<file path="config.mk">
export PLATFORM = sky130hd
export DESIGN_NAME = prog_loader
export DESIGN_NICKNAME = d
export VERILOG_FILES = /design/src/rtl/prog_loader_pkg.sv /design/src/rtl/prog_loader_cksum.sv /design/src/rtl/prog_loader.sv
export SDC_FILE = /design/constraint.sdc
export NUM_CORES = 1
export LEC_CHECK = 0
export CAP_MARGIN = 10
export CORE_UTILIZATION = 50
export CTS_CLUSTER_DIAMETER = 50
export DETAILED_ROUTE_END_ITERATION = 12
export PLACE_DENSITY = 0.87
export SLEW_MARGIN = 25
export SYNTH_ARGS = -nofsm -noshare
export SYNTH_HDL_FRONTEND = slang
export SYNTH_SLANG_ARGS = --single-unit
</file>
<file path="constraint.sdc">
create_clock -name clock -period 3.57 [get_ports clock]
set_input_delay 0.714 -clock clock [delete_from_list [all_inputs] [get_ports clock]]
set_output_delay 0.714 -clock clock [all_outputs]
set_load 0.03 [all_outputs]
</file>
<file path="src/rtl/prog_loader_pkg.sv">
// Shared types and constants for the boot-time program loader.
package prog_loader_pkg;

  localparam int ADDR_W_DEF = 12;
  localparam int DATA_W_DEF = 32;
  // Header length field covers ADDR_W+1 bits so that a full 2^ADDR_W load is expressible
  localparam int HDR_W_DEF  = ADDR_W_DEF + 1;

  typedef enum logic [2:0] {
    IDLE  = 3'd0,
    HDR   = 3'd1,
    LOAD  = 3'd2,
    CHK   = 3'd3,
    RUN   = 3'd4,
    ERROR = 3'd5
  } state_t;

endpackage

</file>
<file path="src/rtl/prog_loader_cksum.sv">
// Wrapping-sum accumulator used to verify the trailing checksum word of a load.
// Only instantiated when PROG_LOADER_CHECKSUM_EN is defined.
module prog_loader_cksum #(
  parameter int DATA_W = 32
) (
  input  logic              clock,
  input  logic              reset,
  input  logic              clear,
  input  logic              add,
  input  logic [DATA_W-1:0] add_data,
  input  logic [DATA_W-1:0] check_data,
  output logic              match
);

  logic [DATA_W-1:0] sum;

  // Accumulate header and data words; restart whenever a new load begins
  always_ff @(posedge clock or posedge reset) begin
    if (reset) begin
      sum <= '0;
    end else if (clear) begin
      sum <= '0;
    end else if (add) begin
      sum <= sum + add_data;
    end
  end

  assign match = (sum == check_data);

endmodule

</file>
<file path="src/rtl/prog_loader.sv">
// Boot-time program loader: streams words from a valid/ready source into dmem
// and holds the processor in reset until the load completes.
// Optional feature macro: PROG_LOADER_CHECKSUM_EN adds a trailing checksum word
// (wrapping sum of header and data) that must match before the CPU is released.
module prog_loader
  import prog_loader_pkg::*;
#(
  parameter int ADDR_W = ADDR_W_DEF,
  parameter int DATA_W = DATA_W_DEF,
  parameter int DEPTH  = 4096
) (
  input  logic              clock,
  input  logic              reset,
  input  logic              start,
  input  logic [ADDR_W-1:0] base_addr,
  input  logic              in_valid,
  input  logic [DATA_W-1:0] in_data,
  output logic              in_ready,
  output logic [ADDR_W-1:0] address_dmem,
  output logic [DATA_W-1:0] data,
  output logic              wren,
  output logic              cpu_reset,
  output logic              done,
  output logic              error,
  output logic [ADDR_W:0]   words_loaded
);

  localparam logic [ADDR_W:0] DEPTH_L = (ADDR_W + 1)'(DEPTH);

  state_t            state;
  logic [ADDR_W-1:0] base_q;
  logic [ADDR_W:0]   n_q;
  logic              xfer;
  logic [ADDR_W:0]   hdr_n;
  logic [ADDR_W:0]   cnt_next;

  assign xfer     = in_valid & in_ready;
  assign hdr_n    = in_data[ADDR_W:0];
  assign cnt_next = words_loaded + 1'b1;

`ifdef PROG_LOADER_CHECKSUM_EN
  localparam state_t AFTER_LOAD = CHK;

  logic ck_clear;
  logic ck_add;
  logic ck_match;

  assign ck_clear = (state == IDLE) && start;
  assign ck_add   = xfer && ((state == HDR) || (state == LOAD));

  prog_loader_cksum #(
    .DATA_W (DATA_W)
  ) u_cksum (
    .clock      (clock),
    .reset      (reset),
    .clear      (ck_clear),
    .add        (ck_add),
    .add_data   (in_data),
    .check_data (in_data),
    .match      (ck_match)
  );
`else
  localparam state_t AFTER_LOAD = RUN;
`endif

  // Loader FSM with registered handshake, dmem write bus and status outputs
  always_ff @(posedge clock or posedge reset) begin
    if (reset) begin
      state        <= IDLE;
      in_ready     <= 1'b0;
      wren         <= 1'b0;
      address_dmem <= '0;
      data         <= '0;
      cpu_reset    <= 1'b1;
      done         <= 1'b0;
      error        <= 1'b0;
      words_loaded <= '0;
      base_q       <= '0;
      n_q          <= '0;
    end else begin
      // A write lasts exactly one cycle; only a LOAD transfer re-arms it
      wren <= 1'b0;
      case (state)
        IDLE: begin
          if (start) begin
            base_q   <= base_addr;
            state    <= HDR;
            in_ready <= 1'b1;
          end
        end
        HDR: begin
          if (xfer) begin
            n_q <= hdr_n;
            if (hdr_n > DEPTH_L) begin
              state    <= ERROR;
              in_ready <= 1'b0;
              error    <= 1'b1;
            end else if (hdr_n == '0) begin
              state    <= AFTER_LOAD;
              in_ready <= (AFTER_LOAD == CHK);
            end else begin
              state <= LOAD;
            end
          end
        end
        LOAD: begin
          if (xfer) begin
            // Address wraps modulo 2^ADDR_W by truncation
            address_dmem <= base_q + words_loaded[ADDR_W-1:0];
            data         <= in_data;
            wren         <= 1'b1;
            words_loaded <= cnt_next;
            if (cnt_next == n_q) begin
              state    <= AFTER_LOAD;
              in_ready <= (AFTER_LOAD == CHK);
            end
          end
        end
`ifdef PROG_LOADER_CHECKSUM_EN
        CHK: begin
          if (xfer) begin
            in_ready <= 1'b0;
            if (ck_match) begin
              state <= RUN;
            end else begin
              state <= ERROR;
              error <= 1'b1;
            end
          end
        end
`endif
        RUN: begin
          // Entered on the edge that launches the last write, so release lands one cycle after it
          cpu_reset <= 1'b0;
          done      <= 1'b1;
        end
        ERROR: begin
          error <= 1'b1;
        end
        default: begin
          state    <= IDLE;
          in_ready <= 1'b0;
        end
      endcase
    end
  end

endmodule

</file>
# Word-level counts from Yosys, hierarchy flattened
# Cells that the tools add are included.
[totals]
register_bits = 90
latch_bits = 0
ramBits = 0
mem_bits_ro = 0
input_bits = 48
output_inout_bits = 62
wordCells = 56
memories = 0
[classes]
n_addsub = 2
mul = 0
div = 0
order_cmp = 1
n_eq_ne = 11
shift = 0
mux = 19
bitwise_logic = 2
reduce_logical = 10
[op_table]
columns = ["operator", "count"]
rows = [
  ["two-way mux 3 bit", 6],
  ["adder 13 x 1 -> 13 bit (second input constant)", 1],
  ["equality test 13 bit", 1],
  ["> comparator 13 bit (second input constant)", 1],
  ["logical NOT 13 bit", 1],
  ["adder 12 bit", 1],
  ["one-hot mux 3 bit (4 select lines)", 1],
  ["two-way mux 1 bit", 10],
  ["!= test 2 bit (second input constant)", 5],
  ["equality test 3 bit (second input constant)", 2],
  ["AND reduction 2 bit", 3],
  ["AND reduction 6 bit", 1],
  ["AND reduction 5 bit", 1],
  ["one-hot mux 1 bit (4 select lines)", 1],
  ["equality test 3 x 1 -> 1 bit (second input constant)", 1],
  ["equality test 3 x 2 -> 1 bit (second input constant)", 1],
  ["logical NOT 3 bit", 1],
  ["!= test 3 bit (second input constant)", 1],
  ["AND reduction 3 bit", 1],
  ["one-hot mux 1 bit (2 select lines)", 1],
  ["nonzero test 2 bit", 1],
  ["OR reduction 2 bit", 1],
  ["AND 1 bit", 1],
  ["NOT 1 bit", 1],
]

# Depth between registers and ports, before layout
[logic_depth]
ltp_word = 5
mapped_depth = 9
depth_no_buf = 9

# Worst setup path after synthesis
# No wires, ideal clock.
[synth_timing]
path_type = "register to register"
from = "reg words_loaded[0]"
to = "reg in_ready"
t_arrival_ps = 2143
t_required_ps = 3446
setup_slack_ps = 1304
path_stages_with_launch = 9
n_path_buf = 1
period_less_slack_ps = 2266
cell_sequence = "dfrtp_1 > ha_1 > nand3_2 > buf_6 > nor4_4 > a2bb2oi_2 > and4_1 > o2111ai_2 > o31a_1"
[synth_via]
elab_chain_len = 4
[synth_lines]
columns = ["element", "line_no", "text"]
rows = [
  ["start, declared", "prog_loader.sv:25", "output logic [ADDR_W:0] words_loaded"],
  ["start signal, assigned", "prog_loader.sv:112", "words_loaded <= cnt_next;"],
  ["adder 13 x 1 -> 13 bit", "prog_loader.sv:39", "assign cnt_next = words_loaded + 1'b1;"],
  ["equality test 13 bit", "prog_loader.sv:113", "if (cnt_next == n_q) begin"],
  ["!= test 2 bit (no source line)", "--", ""],
  ["AND reduction 6 bit (no source line)", "--", ""],
  ["end signal, assigned", "prog_loader.sv:100", "in_ready <= (AFTER_LOAD == CHK);"],
  ["end signal, assigned", "prog_loader.sv:115", "in_ready <= (AFTER_LOAD == CHK);"],
  ["end, declared", "prog_loader.sv:18", "output logic in_ready,"],
]
# No other way between the ends.
# A chain may end at the register's enable or synchronous reset.

# Worst setup path in the final report
[layout_timing]
from = "reg words_loaded[0]"
to = "reg address_dmem[10]"
[layout_via]
elab_chain_len = 1
[layout_lines]
columns = ["element", "line_no", "text"]
rows = [
  ["adder 12 bit", "prog_loader.sv:109", "address_dmem <= base_q + words_loaded[ADDR_W-1:0];"],
  ["end signal, assigned", "prog_loader.sv:109", ""],
  ["end, declared", "prog_loader.sv:19", "output logic [ADDR_W-1:0] address_dmem,"],
]
# No other way between the ends.

==> impl.org <==
** Clocking
- For the worst-skew pair, the clock arrives at the later sink with an insertion delay of roughly 350 ps.
- Hold buffers post-CTS :: 0
- Postcts setup bufs :: 0
- CTS root buf :: sky130_fd_sc_hd__clkbuf_8
- After clock tree synthesis, the clock-pin slew on the worst setup and hold paths is around 100 ps.
- The clock tree synthesis step divided the H-tree into 3 levels.
- Deepest clock path buffer count :: 2
- Number of gates resized after CTS :: 0
- CTS tree :: built
- Number of CTS-inserted buffers :: 9
- Number of sinks driven by the clock tree :: 90

** Critical path
- STA classifies the critical path endpoint as a register.
- The most numerous cell type found on the critical path is sky130_fd_sc_hd__o21ai_0.
- In this run the critical register-to-register path is captured at address_dmem[10]$_DFFE_PP0P_.
- Worst Path Required :: between 3000 and 4000 ps
- STA classifies the critical path startpoint as a register.
- R2R Setup Slk :: just under 1000 ps
- Critical Path Slowest Stage Cell :: sky130_fd_sc_hd__o41ai_1
- In this run the critical register-to-register path is launched from words_loaded[0]$_DFFE_PP0P_.
- The critical path is of the register to register type.
- Worst R2R Path Depth :: 9
- In this design, the stage delay of the slowest critical-path cell is slightly above 500 ps.
- Arrival time reported for the critical path endpoint :: ~2900 ps
- Crit path max fanout :: 8
- Cell-by-cell listing of the critical path :: ha_1 -> inv_1 -> fa_1 -> nor2b_1 -> o31a_1 -> o41ai_1 -> o21ai_0 -> xnor2_1 -> o21ai_0

** Pwr
- IR analysis of the VDD net gives a maximum drop of 0.535 mV.
- In this run the static leakage power is between 2 and 3 nW.
- Power spread over the standard cell area amounts to ~890 nW/um^2.

** STA
- Final Critical Period :: 2580 ps
- Setup violations remaining at the end of the flow were counted as 0.
- Dividing the final minimum period by the clock period gives 0.724.
- Final sum of negative setup slack :: 0 ps
- Based on the critical path, the design can be clocked at up to just under 0.4 GHz.
- The count of pins over their slew limit was 0.
- Unrepaired setup endpoints after global routing :: no
- Number of endpoints with negative hold slack in the final report :: 0
- The clock arrives with ~13 ps of skew.
- Final worst hold slack :: about 460 ps
- The worst pin sits at a relative slew slack of 0.510.
- For the pin with the worst max-slew slack, the measured transition is 735 ps.

** Hold path
- Hold Path Cell Cnt :: 1
- The tightest min-delay check is of the register to register type.
- The worst hold path terminates at cpu_reset$_DFFE_PP1N_.
- Hold path start :: cpu_reset$_DFFE_PP1N_

** Placement
- IO buf count :: between 100 and 150
- In this run the cell area measured after placement is 5670 um^2.
- After detailed placement, the design holds a cell count of 654.
- HPWL Detailed :: 7790 um
- GP Congestion :: slightly below 0.9

** Die
- Number of rows created at floorplan :: 34
- The initial utilization of the core area, before any placement, comes to 0.515.
- The die is between 90 and 100 um tall.
- DIE AREA :: around 9400 um^2
- Core area :: a little under 9000 um^2
- IO Pins :: 110
- Die extent in x :: ~97 um

** Yosys
- Yosys printed 0 warnings.
- EDFF count, synth :: 0
- Of all flip-flops after synthesis, the portion carrying an async set or reset was 1.00.
- Number of nets in the synthesized netlist :: 510
- Mean post-synth cell area :: around 10 um^2
- Number of instances in the synthesized netlist :: between 400 and 500
- Sequential-to-total area share from yosys stat :: 0.501
- The synthesized netlist contains between 50 and 60 unique library cells.
- In this run, synthesis produced a sequential element count of 90.
- Mapped cell area :: ~4500 um^2
- Most used flip-flop cell after synthesis :: sky130_fd_sc_hd__dfrtp_1

** Flow run
- The tool flagged a number of max-cap violations equal to 0.

** Detailed routing
- Drt pass-1 iters :: 4
- Iter 0 DRT Violations :: 199
- DR vias/cell :: approximately 5.4
- Summed over all layers, the routed wires come to ~11000 um.
- Dividing the detail-routed wire length by the instance count gives approximately 16 um.
- Detailed-route via count :: 3651
- In this run the remaining antenna-violating nets after routing total 0.
- In the routed design, unresolved DRC markers number 0.

** GRT
- The initial antenna violation count is 0.
- Global-route wire length before repair :: 18100 um
- The number of global-route vias before repair came to 3827.
- Entering global routing, the biggest net connects between 60 and 70 pins.
- In the global route stage, overall resource usage came out at 0.240.
- Grt total ovfl :: 0

** Layout
- With fillers left out, the area of the finished cells amounts to 5910 um^2.
- Compared with the post-synthesis result, the final layout area differs by 31.5%.
- The net count of the finished layout is 618.
- Ant diodes :: 0
- Fill cells in the final layout number 660.
- Non-filler cells, final :: between 600 and 700
- In the final layout, the share of cells above drive strength 1 is 0.110.
- Once layout is complete, the utilization of the core stands at 0.678.

** Status
- Result of the run :: finished, final reports clean
[cell type report]
type,instances,area [um^2],area share
clock buffer,10,128,0.0216
clock inverter,6,114,0.0193
inverter,10,40.0,0.00677
multi-input combinational,330,2100,0.355
sequential,90,2250,0.381
tap,108,135,0.0229
timing repair buffer,116,1140,0.193
[critical path: cells and delay by family (launching register included)]
family,cells,cell delay [ps]
simple gates,1,80
compound gates,4,1210
fa+ha+maj,2,470
buf+inv,1,70
xor+xnor,1,150
flops,1,500
[layer usage]
layer	track usage	vias to the layer above	wire length, um
met3	0.0592	19	660
met2	0.395	141	5280
met1	0.302	1754	4580
met4	0.0999	0	171
met5	0	-	0
li1	-	1737	-
[placed cells by master (no fill, tap or decap), types with 10 or more instances in the layout]
| cell type | n |
|---|---|
| sky130_fd_sc_hd__nand2_1 | 128 |
| sky130_fd_sc_hd__clkdlybuf4s50_1 | 109 |
| sky130_fd_sc_hd__dfrtp_1 | 89 |
| sky130_fd_sc_hd__mux2_2 | 24 |
| sky130_fd_sc_hd__xnor2_1 | 23 |
| sky130_fd_sc_hd__o21ai_0 | 19 |
| sky130_fd_sc_hd__nor2_1 | 17 |
| sky130_fd_sc_hd__xor2_1 | 13 |
| sky130_fd_sc_hd__ha_1 | 12 |
| sky130_fd_sc_hd__a21oi_1 | 10 |
[cell usage after synthesis, types with 2 or more instances]
master	count	share of area
sky130_fd_sc_hd__nor3_1	6	0.0067
sky130_fd_sc_hd__or2b_1	3	0.0050
sky130_fd_sc_hd__nand3_2	2	0.0045
sky130_fd_sc_hd__clkbuf_1	8	0.0067
sky130_fd_sc_hd__ha_1	12	0.033
sky130_fd_sc_hd__nand4_1	3	0.0042
sky130_fd_sc_hd__xnor2_1	23	0.045
sky130_fd_sc_hd__nand3_1	9	0.010
sky130_fd_sc_hd__o31ai_1	2	0.0033
sky130_fd_sc_hd__nor4_4	2	0.0095
sky130_fd_sc_hd__and3_1	2	0.0028
sky130_fd_sc_hd__o21ai_0	19	0.021
sky130_fd_sc_hd__o211ai_1	3	0.0050
sky130_fd_sc_hd__mux2_2	24	0.060
sky130_fd_sc_hd__o22a_1	2	0.0039
sky130_fd_sc_hd__o31a_1	2	0.0039
sky130_fd_sc_hd__a21oi_1	10	0.011
sky130_fd_sc_hd__o41ai_1	2	0.0039
sky130_fd_sc_hd__nand2_1	128	0.11
sky130_fd_sc_hd__nor2b_1	2	0.0028
sky130_fd_sc_hd__dfrtp_1	89	0.50
sky130_fd_sc_hd__nor4_1	5	0.0070
sky130_fd_sc_hd__o21bai_1	3	0.0050
sky130_fd_sc_hd__buf_2	7	0.0078
sky130_fd_sc_hd__nand2b_1	6	0.0084
sky130_fd_sc_hd__xor2_1	13	0.025
sky130_fd_sc_hd__o21a_1	6	0.010
sky130_fd_sc_hd__nor2_1	17	0.014
sky130_fd_sc_hd__buf_6	3	0.0075
sky130_fd_sc_hd__nand3_4	2	0.0078
sky130_fd_sc_hd__inv_1	10	0.0084
[through the flow]
stage / total power [mW] / worst slack [ps]
6_report: 5.29 / 985
5_1_grt: 5.61 / 760
4_1_cts: 5.31 / 1060
3_5_place_dp: 4.44 / 717
3_3_place_gp: 4.30 / 809
2_1_floorplan: 3.49 / 522
[power breakdown]
group          leakage (nW)  internal, mW  switching [mW]
Sequential             1.12          1.44           0.343
Combinational          1.42          1.17            1.49
Clock                 0.113         0.468           0.372
Total                  2.65          3.08            2.20
[how the worst max path moves through the flow]
stage	from	end	slack [ps]	depth (start not counted)
4_1_cts	state[2]$_DFFE_PP0P_	data[18]$_DFFE_PP0P_	1060	7
2_1_floorplan	reset	address_dmem[0]$_DFFE_PP0P_	520	1
3_5_place_dp	in_data[0]	in_ready$_DFFE_PP0P_	720	7
5_1_grt	words_loaded[0]$_DFFE_PP0P_	address_dmem[10]$_DFFE_PP0P_	760	9
3_3_place_gp	in_data[0]	in_ready$_DFFE_PP0P_	810	7
6_report	words_loaded[0]$_DFFE_PP0P_	address_dmem[10]$_DFFE_PP0P_	990	9
[flip-flops by register name, indices dropped and copies added, names as in the netlist]
name,count
wren,1
data,32
in_ready,1
error,1
address_dmem,12
state,3
cpu_reset,1
n_q,13
done,1
base_q,12
words_loaded,13
[logic make-up (layout without fill, tap and decap cells)]
family                   after synthesis  after routing  synth area share
flip-flops                            90             90             0.501
multiplexers                          24             24            0.0601
AND/OR/NAND/NOR                      195            195             0.203
AO/OA/AOI/OAI                         62             62            0.0952
buffers and inverters                 29            142            0.0320
adder cells (fa/ha/maj)               13             13            0.0379
XOR/XNOR                              36             36            0.0701
(Power assumes the default switching activity.)
